<file path="config.mk">
export PLATFORM = sky130hd
export DESIGN_NAME = s_term_ef_sram_bridge
export DESIGN_NICKNAME = d
export VERILOG_FILES = /design/src/rtl/ef_sram_pkg.sv /design/src/rtl/ef_sram_rsp_buf.sv /design/src/rtl/s_term_ef_sram_bridge.sv
export SDC_FILE = /design/constraint.sdc
export NUM_CORES = 1
export LEC_CHECK = 0
export ABC_AREA = 1
export CORE_MARGIN = 4
export CORE_UTILIZATION = 31
export DETAILED_ROUTE_END_ITERATION = 16
export PLACE_DENSITY_LB_ADDON = 0.08
export SETUP_SLACK_MARGIN = 0.1
export SYNTH_ARGS = -nofsm -noshare
export SYNTH_HDL_FRONTEND = slang
export SYNTH_SLANG_ARGS = --single-unit
export TNS_END_PERCENT = 5
</file>
<file path="constraint.sdc">
create_clock -name UserCLK -period 1.48 [get_ports UserCLK]
set_input_delay 0.37 -clock UserCLK [delete_from_list [all_inputs] [get_ports UserCLK]]
set_output_delay 0.37 -clock UserCLK [all_outputs]
set_load 0.005 [all_outputs]
</file>
<file path="src/rtl/ef_sram_pkg.sv">
// -----------------------------------------------------------------------------
// ef_sram_pkg
// Shared constants and types for the fabric-to-SRAM-macro bridge.
//   EF_SRAM_AW / EF_SRAM_DW : default word-address and data widths
//   ef_sram_state_e         : bridge FSM state encoding
// Optional build macro: EF_SRAM_RDATA_REG_EN adds the ST_RD_PIPE state, which
// registers the macro read data once more before it reaches the response buffer.
// -----------------------------------------------------------------------------
package ef_sram_pkg;

    localparam int unsigned EF_SRAM_AW = 10;
    localparam int unsigned EF_SRAM_DW = 32;

    typedef enum logic [1:0] {
        ST_IDLE    = 2'd0,
        ST_RD_WAIT = 2'd1,
`ifdef EF_SRAM_RDATA_REG_EN
        ST_RD_PIPE = 2'd2,
`endif
        ST_RSP     = 2'd3
    } ef_sram_state_e;

endpackage

</file>
<file path="src/rtl/ef_sram_rsp_buf.sv">
// -----------------------------------------------------------------------------
// ef_sram_rsp_buf
// Read response holding register with valid/ready handshake.
//   clk, rst_n     : clock, asynchronous active-low reset
//   load           : capture load_data and raise rsp_valid
//   load_data      : read data to present
//   rsp_ready      : fabric accepts the response
//   rsp_valid      : response pending (registered)
//   rsp_rdata      : response data (registered, kept after the handshake)
//   rsp_done       : response handshake happens this cycle
// -----------------------------------------------------------------------------
module ef_sram_rsp_buf
    import ef_sram_pkg::*;
#(
    parameter int unsigned DW = EF_SRAM_DW
) (
    input  logic          clk,
    input  logic          rst_n,
    input  logic          load,
    input  logic [DW-1:0] load_data,
    input  logic          rsp_ready,
    output logic          rsp_valid,
    output logic [DW-1:0] rsp_rdata,
    output logic          rsp_done
);

    logic          rsp_valid_q;
    logic          rsp_valid_d;
    logic [DW-1:0] rsp_rdata_q;
    logic [DW-1:0] rsp_rdata_d;

    // Handshake only counts while a response is pending, so a stray rsp_ready is ignored.
    assign rsp_done = rsp_valid_q & rsp_ready;

    // Next-state for the valid flag and data register; data is never cleared by a handshake.
    always_comb begin
        rsp_valid_d = rsp_valid_q;
        rsp_rdata_d = rsp_rdata_q;
        if (load) begin
            rsp_valid_d = 1'b1;
            rsp_rdata_d = load_data;
        end else if (rsp_done) begin
            rsp_valid_d = 1'b0;
        end else begin
            rsp_valid_d = rsp_valid_q;
        end
    end

    // Response state registers.
    always_ff @(posedge clk or negedge rst_n) begin
        if (!rst_n) begin
            rsp_valid_q <= 1'b0;
            rsp_rdata_q <= {DW{1'b0}};
        end else begin
            rsp_valid_q <= rsp_valid_d;
            rsp_rdata_q <= rsp_rdata_d;
        end
    end

    assign rsp_valid = rsp_valid_q;
    assign rsp_rdata = rsp_rdata_q;

endmodule

</file>
<file path="src/rtl/s_term_ef_sram_bridge.sv">
// -----------------------------------------------------------------------------
// s_term_ef_sram_bridge
// Bridges a valid/ready fabric request port onto a single-port SRAM macro with
// one-cycle read latency. Writes complete in the accept cycle (one per cycle);
// reads block the request port until the response has been handed over.
//   UserCLK, resetn           : clock, asynchronous active-low reset
//   req_valid/req_ready       : request handshake
//   req_we, req_addr,
//   req_wdata, req_be         : request payload (be used for writes only)
//   rsp_valid/rsp_ready       : read response handshake
//   rsp_rdata                 : read response data
//   sram_en, sram_we,
//   sram_addr, sram_wdata     : macro access, driven combinationally on accept
//   sram_rdata                : macro read data, valid the cycle after access
// Optional build macro: EF_SRAM_RDATA_REG_EN inserts an extra read-data register
// stage (state ST_RD_PIPE), moving read latency from T+2 to T+3.
// -----------------------------------------------------------------------------
module s_term_ef_sram_bridge
    import ef_sram_pkg::*;
#(
    parameter int unsigned AW = EF_SRAM_AW,
    parameter int unsigned DW = EF_SRAM_DW
) (
    input  logic            UserCLK,
    input  logic            resetn,
    input  logic            req_valid,
    output logic            req_ready,
    input  logic            req_we,
    input  logic [AW-1:0]   req_addr,
    input  logic [DW-1:0]   req_wdata,
    input  logic [DW/8-1:0] req_be,
    output logic            rsp_valid,
    input  logic            rsp_ready,
    output logic [DW-1:0]   rsp_rdata,
    output logic            sram_en,
    output logic [DW/8-1:0] sram_we,
    output logic [AW-1:0]   sram_addr,
    output logic [DW-1:0]   sram_wdata,
    input  logic [DW-1:0]   sram_rdata
);

    localparam int unsigned BW = DW / 8;

    ef_sram_state_e state_q;
    ef_sram_state_e state_d;
    logic           ready_en_q;
    logic           ready_en_d;
    logic           hs_s;
    logic           rsp_load_s;
    logic [DW-1:0]  rsp_load_data_s;
    logic           rsp_done_s;
`ifdef EF_SRAM_RDATA_REG_EN
    logic [DW-1:0]  pipe_q;
    logic [DW-1:0]  pipe_d;
`endif

    // ready_en_q holds req_ready low through reset and releases it on the first
    // clock edge after resetn rises, even though the FSM already sits in IDLE.
    assign ready_en_d = 1'b1;
    assign req_ready  = ready_en_q & (state_q == ST_IDLE);
    assign hs_s       = req_valid & req_ready;

    // Address and data are passed straight through; only en/we qualify an access.
    assign sram_addr  = req_addr;
    assign sram_wdata = req_wdata;

    // Macro strobes: a write with no byte enabled is consumed without touching the macro.
    always_comb begin
        sram_en = 1'b0;
        sram_we = {BW{1'b0}};
        if (hs_s) begin
            if (req_we) begin
                sram_en = |req_be;
                sram_we = req_be;
            end else begin
                sram_en = 1'b1;
                sram_we = {BW{1'b0}};
            end
        end else begin
            sram_en = 1'b0;
            sram_we = {BW{1'b0}};
        end
    end

    // FSM next-state and response-buffer load control.
    always_comb begin
        state_d         = state_q;
        rsp_load_s      = 1'b0;
        rsp_load_data_s = sram_rdata;
`ifdef EF_SRAM_RDATA_REG_EN
        pipe_d          = pipe_q;
`endif
        case (state_q)
            ST_IDLE: begin
                if (hs_s && !req_we) begin
                    state_d = ST_RD_WAIT;
                end else begin
                    state_d = ST_IDLE;
                end
            end
            ST_RD_WAIT: begin
`ifdef EF_SRAM_RDATA_REG_EN
                pipe_d  = sram_rdata;
                state_d = ST_RD_PIPE;
`else
                rsp_load_s      = 1'b1;
                rsp_load_data_s = sram_rdata;
                state_d         = ST_RSP;
`endif
            end
`ifdef EF_SRAM_RDATA_REG_EN
            ST_RD_PIPE: begin
                rsp_load_s      = 1'b1;
                rsp_load_data_s = pipe_q;
                state_d         = ST_RSP;
            end
`endif
            ST_RSP: begin
                if (rsp_done_s) begin
                    state_d = ST_IDLE;
                end else begin
                    state_d = ST_RSP;
                end
            end
            default: begin
                state_d = ST_IDLE;
            end
        endcase
    end

    // FSM and ready-enable registers.
    always_ff @(posedge UserCLK or negedge resetn) begin
        if (!resetn) begin
            state_q    <= ST_IDLE;
            ready_en_q <= 1'b0;
        end else begin
            state_q    <= state_d;
            ready_en_q <= ready_en_d;
        end
    end

`ifdef EF_SRAM_RDATA_REG_EN
    // Extra read-data stage between the macro and the response buffer.
    always_ff @(posedge UserCLK or negedge resetn) begin
        if (!resetn) begin
            pipe_q <= {DW{1'b0}};
        end else begin
            pipe_q <= pipe_d;
        end
    end
`endif

    ef_sram_rsp_buf #(
        .DW (DW)
    ) u_rsp_buf (
        .clk       (UserCLK),
        .rst_n     (resetn),
        .load      (rsp_load_s),
        .load_data (rsp_load_data_s),
        .rsp_ready (rsp_ready),
        .rsp_valid (rsp_valid),
        .rsp_rdata (rsp_rdata),
        .rsp_done  (rsp_done_s)
    );

endmodule

</file>
==> impl_metrics.yaml <==
status:
  outcome: "finished with violations"
  violations: "negative setup slack"
final_layout:
  drive_above_1_share: 0.123
  stdcell_count: 333
  area_growth_pct: 37.3
  fin_nets: 343
  diodes: 0
grt:
  grt_pass1_vias: 1481
  grt_max_degree: 35
  grt_pass1_wl_mm: 7.33
  gr-total-overflow: 0
  grt_antenna_before_repair: 0
  grt_usage: 0.126
route:
  drt_iter0_drc: 70
  routed_via_density: 4.39
  num_vias: 1461
  routedWlPerCell_um: 13.0
  wl_mm: 4.32
  ant_nets: 0
  drt_pass1_iterations: 4
  drc_errors: 0
synth:
  yosysWarnings: 0
  synth_cells: 214
  synth-async-reset-ratio: 1.00
  syn-num-nets: 297
  netlist_area_um2: 1800
  synth.most_common_cell: "nand2_1"
  synth_edf_count: 0
  ys_seq_elements: 36
  ys.flop_type: "dfrtp_1"
  netlist_top_cells_count: "nand2_1 (73), buf_4 (43), dfrtp_1 (36)"
  ys_types: 14
  synth_seq_area_share: 0.500
  syn_area_per_cell_um2: 8.43
  synth_top_area_cell: "dfrtp_1"
  synth_top_area_frac: 0.500
  synth_area_leaders: "dfrtp_1 (50%), buf_4 (18%), nand2_1 (15%)"
timing:
  fmax_mhz: 617
  finalHoldViolations: 0
  setup_viol: 6
  worst_slack_ps: -140
  slew_viol_final: 0
  min_period_ps: 1620
  fin_skew_ps: 1.86
  fin_crit_sh: 1.09
  rsz0062_at_grt: "yes"
  hold_slack_ps: 462
power_and_ir_drop:
  p_sw_frac: 0.369
  vdd_drop_max_mv: 0.654
  power.leakage_nw: 1.30
  clock_power_share: 0.156
  p_per_area_nw_per_um2: 1810
  p_int_mw: 2.82
  p_sw_mw: 1.65
  pwr-share-comb: 0.465
  seqPwrFrac: 0.379
worst_hold_path:
  worstHoldEndpoint: "u_rsp_buf.rsp_rdata[9]"
  holdCritPathClass: "register to register"
  hp-start: "u_rsp_buf.rsp_rdata[9]"
  hold_depth: 2
floorplanning:
  io_pins: 164
  num_rows: 27
  core_um2: 5570
  die-width_um: 84.3
  start_util: 0.323
  dieHeight_um: 84.3
  die_area_um2: 7100
placed_design:
  dp.cells: 319
  globalplace.congestion: 0.702
  portBuffers: 79
  place_hpwl_mm: 2.95
cts:
  path_clk_slew_ps: 70
  cts_max_path_buffers: 2
  cts_buffers: 5
  clk_latency_ps: 280
  clock-root-buffer: "clkbuf_8"
  cts_max_level: 2
  clock_sinks: 36
  cts_tree: "done"
worst_setup_path:
  cp_cell_sequence: "nor2_2 -> nand3_2 -> buf_4 -> nor2_1 -> buf_2"
  worstSetupEndpointType: "output pin"
  critPathBufInv: 2
  cpLargestDelayFamily: "flip-flops"
  crit_arrival_ps: 1250
  slowest_delay_ps: 390
  crit_slowest_cell: "dfrtp_1"
  worst_r2r_endpoint: "u_rsp_buf.rsp_rdata[10]"
  worstSetupPathType: "register to output pin"
  r2r-start: "state_q[1]"
  cp-start-kind: "register"
  required_ps: 1110
  cp.depth: 5
  rrSetupSlack_ps: 190
  reg2regPathDepth: 6
  critPathMaxFanout: 3
flow_run:
  max_cap_violations: 0
how the worst max path moves through the flow:
stage                     from    endpoint  slack, ps
floorplan           state_q[0]     sram_en        260
global placement        req_we  sram_we[2]       -510
detailed placement      req_we  sram_we[2]       -540
CTS                 state_q[1]     sram_en       -170
global route        state_q[0]     sram_en       -220
finish              state_q[0]  sram_we[1]       -140
cell type report:
cell class / instances / area, um^2
fillers: 593 / 3100
flip-flops and latches: 36 / 901
repair buffers: 91 / 832
multi-input cells: 120 / 541
clock buffers: 8 / 90.1
well taps: 72 / 90.1
inverters: 6 / 22.5
routing by layer:
layer  wire, um  GRT usage
met1       1890      0.159
met2       1950      0.193
met3        426     0.0579
met4         63     0.0409
met5          0          0
power by group through the flow:
stage | Clock, mW | Sequential (mW) | Combinational [mW]
floorplan | 0 | 1.75 | 1.06
CTS | 0.739 | 1.70 | 2.12
finish | 0.699 | 1.69 | 2.08
global placement | 0 | 1.73 | 2.30
detailed placement | 0 | 1.73 | 2.32
global route | 0.787 | 1.77 | 2.36
worst min-delay path, delay by kind of cell, from the launching register on:
kind             cells  cell delay, ps
flip-flops           1             340
AND/OR/NAND/NOR      2              90
sequential cells by signal, summed over array words and instances, names as in the netlist:
name	count
u_rsp_buf.rsp_valid	1
ready_en_q	1
state_q	2
u_rsp_buf.rsp_rdata	32
kinds of logic (layout without fill, tap and decap cells):
group	after synthesis	in the layout	synth area share
simple gates	117	117	0.276
buf+inv	58	105	0.217
flops	36	36	0.500
compound gates	2	2	0.00555
other cells	1	1	0.00208
per-stage QoR:
stage          total power, mW  worst slack [ps]  utilization  TNS (ps)  cell area [um^2]
2_1_floorplan             2.81               257            -         0              1800
3_3_place_gp              4.03              -515        0.425     -2610              2370
3_5_place_dp              4.05              -536        0.425     -2700              2370
4_1_cts                   4.56              -171        0.441      -846              2460
5_1_grt                   4.92              -223        0.444     -1190              2480
6_report                  4.47              -140        0.444      -694              2480
cell usage in the layout (no fill, tap or decap), types with 2 or more instances in the layout:
master / Yosys / layout
buf_2: 9 / 7
buf_4: 43 / 7
buf_6: 0 / 2
clkbuf_1: 0 / 2
clkbuf_8: 0 / 6
clkdlybuf4s50_1: 0 / 37
dfrtp_1: 36 / 36
dlygate4sd2_1: 0 / 35
inv_1: 5 / 5
nand2_1: 73 / 73
nand3_1: 32 / 32
nor2_1: 8 / 4
nor2_2: 1 / 3
nor2_4: 0 / 2
o21ai_0: 2 / 2
what timing repair did:
item / CTS / global route
setup buffers: 5 / 0
hold buffers: 1 / 0
endpoints found under the hold margin: 6 / 0
pin swaps: 5 / 5
resized for setup: 65 / 5
setup endpoints to repair: 72 / 39
No activity file was read; power rests on OpenSTA's default activity.
==> RTL change 1 (config.mk and constraints unchanged) <==
`EF_SRAM_DW`: 32 -> 64.
--- a/src/rtl/ef_sram_pkg.sv
+++ b/src/rtl/ef_sram_pkg.sv
@@ -9,7 +9,7 @@
 package ef_sram_pkg;
 
     localparam int unsigned EF_SRAM_AW = 10;
-    localparam int unsigned EF_SRAM_DW = 32;
+    localparam int unsigned EF_SRAM_DW = 64;
 
     typedef enum logic [1:0] {
         ST_IDLE    = 2'd0,
Ports: changed (6 resized); port bits go from 164 to 300. No check against the original RTL was run, so the function may have changed too.
==> RTL change 1 against the original RTL <==
  * The run still ends with setup timing left
  * Worst setup slack worse by 100 ps
  * Power up 100%
  * Global-route usage up 2.7 points
  * Sequential cell count up 32
  * Wire length up 120%
  * Area after synthesis up 85%
  * Clock skew up 6.8 ps
  * Worst hold slack worse by 430 ps
  * Design area up 90%
  * Clock power up 90%
  * Synthesized cell count up 84%
==> RTL change 1: results (changes against the original RTL) <==
failing checks=setup timing (unchanged); top cells by count, synth=nand2_1, buf_4, dfrtp_1 (unchanged); WL final=9550 um (was 4320 um); Combinational Power Share=48.7% (was 46.5%); Power Internal=5.60 mW (was 2.82 mW); slowest stage delay, CP=430 ps (was 390 ps); Post-CTS Setup Repair Bufs=4 (was 5); sequential share of the synthesized area=51.1% (was 50.0%); I/O Buffers=151 (was 79); global-route wire length before repair=15,400 um (was 7330 um); H-tree depth=3 (was 2); max reg flops=64 (was 32); R2R cell count=5 (was 6); Num CTS Buffers=9 (was 5); Vias=2,763 (was 1,461); Critical Path Fanout Max=4 (was 3); Synth Area in Compound Gates=0.451% (was 0.555%); clock network fraction of total power=14.9% (was 15.6%); WL per Instance=15.5 um (was 13.0 um); Final nets=628 (was 343); final worst setup slack=-243 ps (was -140 ps); Final setup viols=10 (was 6); Placed Area=0.00444 sq mm (was 0.00237 sq mm); Setup crit end=sram_we[2] (was sram_we[1]); clock skew=8.70 ps (was 1.86 ps); status=finished with violations (unchanged); maximum VDD drop=0.899 mV (was 0.654 mV); layout cells sized above 1=11.3% (was 12.3%)
-- RTL change 1: per-stage QoR --
stage,worst slack [ps],power [mW]
3_3_place_gp,-658,7.78
6_report,-243,8.94
2_1_floorplan,228,5.30
4_1_cts,-279,8.81
3_5_place_dp,-669,7.83
5_1_grt,-317,9.77
-- RTL change 1: area by class of cell --
| class | count | area [sq um] |
|---|---|---|
| inverter | 5 | 18.8 |
| fill | 1051 | 5660 |
| timing repair buffer | 167 | 1640 |
| clock buffer | 12 | 155 |
| clock inverter | 2 | 12.5 |
| sequential | 68 | 1700 |
| multi-input combinational | 226 | 1010 |
| tap | 136 | 170 |
-- RTL change 1: metal layers --
metal / routed length [um] / track usage (%) / share of wire (%)
met5: 0 / 0 / 0
met4: 342 / 8.11 / 3.6
met3: 818 / 5.22 / 8.6
met2: 4370 / 23.6 / 46
met1: 4020 / 19.1 / 42
==> RTL change 2 (same settings) <==
Made on the original files. The 3 states of `ef_sram_state_e` get a one-hot encoding in 3 bits.
--- a/src/rtl/ef_sram_pkg.sv
+++ b/src/rtl/ef_sram_pkg.sv
@@ -11,13 +11,13 @@
     localparam int unsigned EF_SRAM_AW = 10;
     localparam int unsigned EF_SRAM_DW = 32;
 
-    typedef enum logic [1:0] {
-        ST_IDLE    = 2'd0,
-        ST_RD_WAIT = 2'd1,
+    typedef enum logic [2:0] {
+        ST_IDLE    = 3'b001,
+        ST_RD_WAIT = 3'b010,
 `ifdef EF_SRAM_RDATA_REG_EN
         ST_RD_PIPE = 2'd2,
 `endif
-        ST_RSP     = 2'd3
+        ST_RSP     = 3'b100
     } ef_sram_state_e;
 
 endpackage
Check against the original RTL: no difference found for any inputs over 10 cycles, from zero or initial values and one cycle with resetn low; not proved beyond that.
==> RTL change 2 against the original RTL <==
  * Wire length fell by 8.0%
  * Power fell by 3.5%
  * The flow still finishes with violations (setup timing)
  * Die area rose by 9.8%
  * Design area rose by 10%
  * Worst setup slack got worse by 280 ps
  * Critical path type unchanged
  * Critical path depth rose by 2
  * Area after synthesis rose by 11%
  * Worst hold slack got worse by 450 ps
  * Sequential share of layout area fell by 2.4 points
  * Critical endpoint is now sram_we[3]
  * Sequential cell count rose by 1
==> RTL change 2: results (changes against the original RTL) <==
status=finished with violations (unchanged); failing checks=setup timing (unchanged); Final setup viols=6 (unchanged); CP startpoint=state_q[0] (unchanged); final non-filler cell total=344 (was 333); Final nets=351 (was 343); ys async rst share=100% (unchanged); synth unique cells=19 (was 14); sequential cell area share=34.0% (was 36.4%); Worst R2R End=u_rsp_buf.rsp_rdata[19] (was u_rsp_buf.rsp_rdata[10]); slowest stage delay, CP=550 ps (was 390 ps); CP max-delay cell=dfstp_2 (was dfrtp_1); maximum VDD drop=0.759 mV (was 0.654 mV); fraction of area in multi-input gates=20.1% (was 21.8%); inverters=42 (was 6); Detailed Place HPWL=2940 um (was 2950 um); syn avg cell area=9.30 sq um (was 8.43 sq um); Vias/cell=4.00 (was 4.39); vias in the first global route=1,348 (was 1,481); sequential share of the synthesized area=46.4% (was 50.0%); Plain + repair buffers=95 (was 91); top cells by count, synth=buf_4, inv_1, dfrtp_1 (was nand2_1, buf_4, dfrtp_1); DP Worst Slack=-611 ps (was -536 ps); met1 wire length=1810 um (was 1890 um); WL final=3980 um (was 4320 um); Pleak=1.41 nW (was 1.30 nW); post-cts resize count=60 (was 65); multi-input gates=87 (was 120); Setup crit end=sram_we[3] (was sram_we[1]); Synth top area share=45.1% (was 50.0%); routing usage on met3=4.28% (was 5.79%); Final clock-cell share=4.26% (was 3.64%); global placer's final weighted congestion=0.703 (was 0.702); Seq cells=37 (was 36); Starting DRT DRC Count=37 (was 70); met2 usage=15.6% (was 19.3%); R2R cell count=6 (unchanged); DP Cell Count=331 (was 319); final worst setup slack=-421 ps (was -140 ps); GR Util met1=12.6% (was 15.9%); Post-CTS Setup Repair Bufs=4 (was 5); post-synth net total=298 (was 297); signal buffers share of area=32.5% (was 33.6%); Filler cells=632 (was 593); met2 wire length=1700 um (was 1950 um); worst min-delay path class=in2async (was reg2reg); Synth Area in Compound Gates=13.1% (was 0.555%); total global-route track usage=10.3% (was 12.6%); clock skew=2.36 ps (was 1.86 ps); largest net degree at the start of global routing=51 (was 35); routed wl met3=406 um (was 426 um); layout cells sized above 1=29.4% (was 12.3%); global-route wire length before repair=6210 um (was 7330 um); Syn. warnings=0 (unchanged); clock buffer count=7 (was 8)
## RTL change 2: metrics by stage
step	cell area [sq um]	TNS, ps	util [%]	hold slack [ps]
after global routing	2730	-2690	44.8	12.9
final	2730	-2040	44.8	11.6
after global placement	2600	-2940	42.6	335
after CTS	2690	-2320	44.2	14.1
after floorplan	2000	0	-	74.4
after detailed placement	2600	-3070	42.6	331
## RTL change 2: where the power goes
| group | total [mW] | internal [mW] | switching [mW] |
|---|---|---|---|
| combinational | 1.67 | 0.976 | 0.696 |
| clock | 0.893 | 0.549 | 0.344 |
| sequential | 1.75 | 1.49 | 0.258 |
| total | 4.31 | 3.01 | 1.30 |
## RTL change 2: cell families (layout without fill, tap and decap cells)
group,after synthesis,after routing
other cells,1,1
compound gates,34,34
simple gates,52,52
flops,37,37
buf+inv,91,145
## RTL change 2: critical path: cells and delay by family, from the launching register on
kind                   cells  cell delay [ps]
flip-flops                 1              550
buffers and inverters      3              390
AND/OR/NAND/NOR            4              320
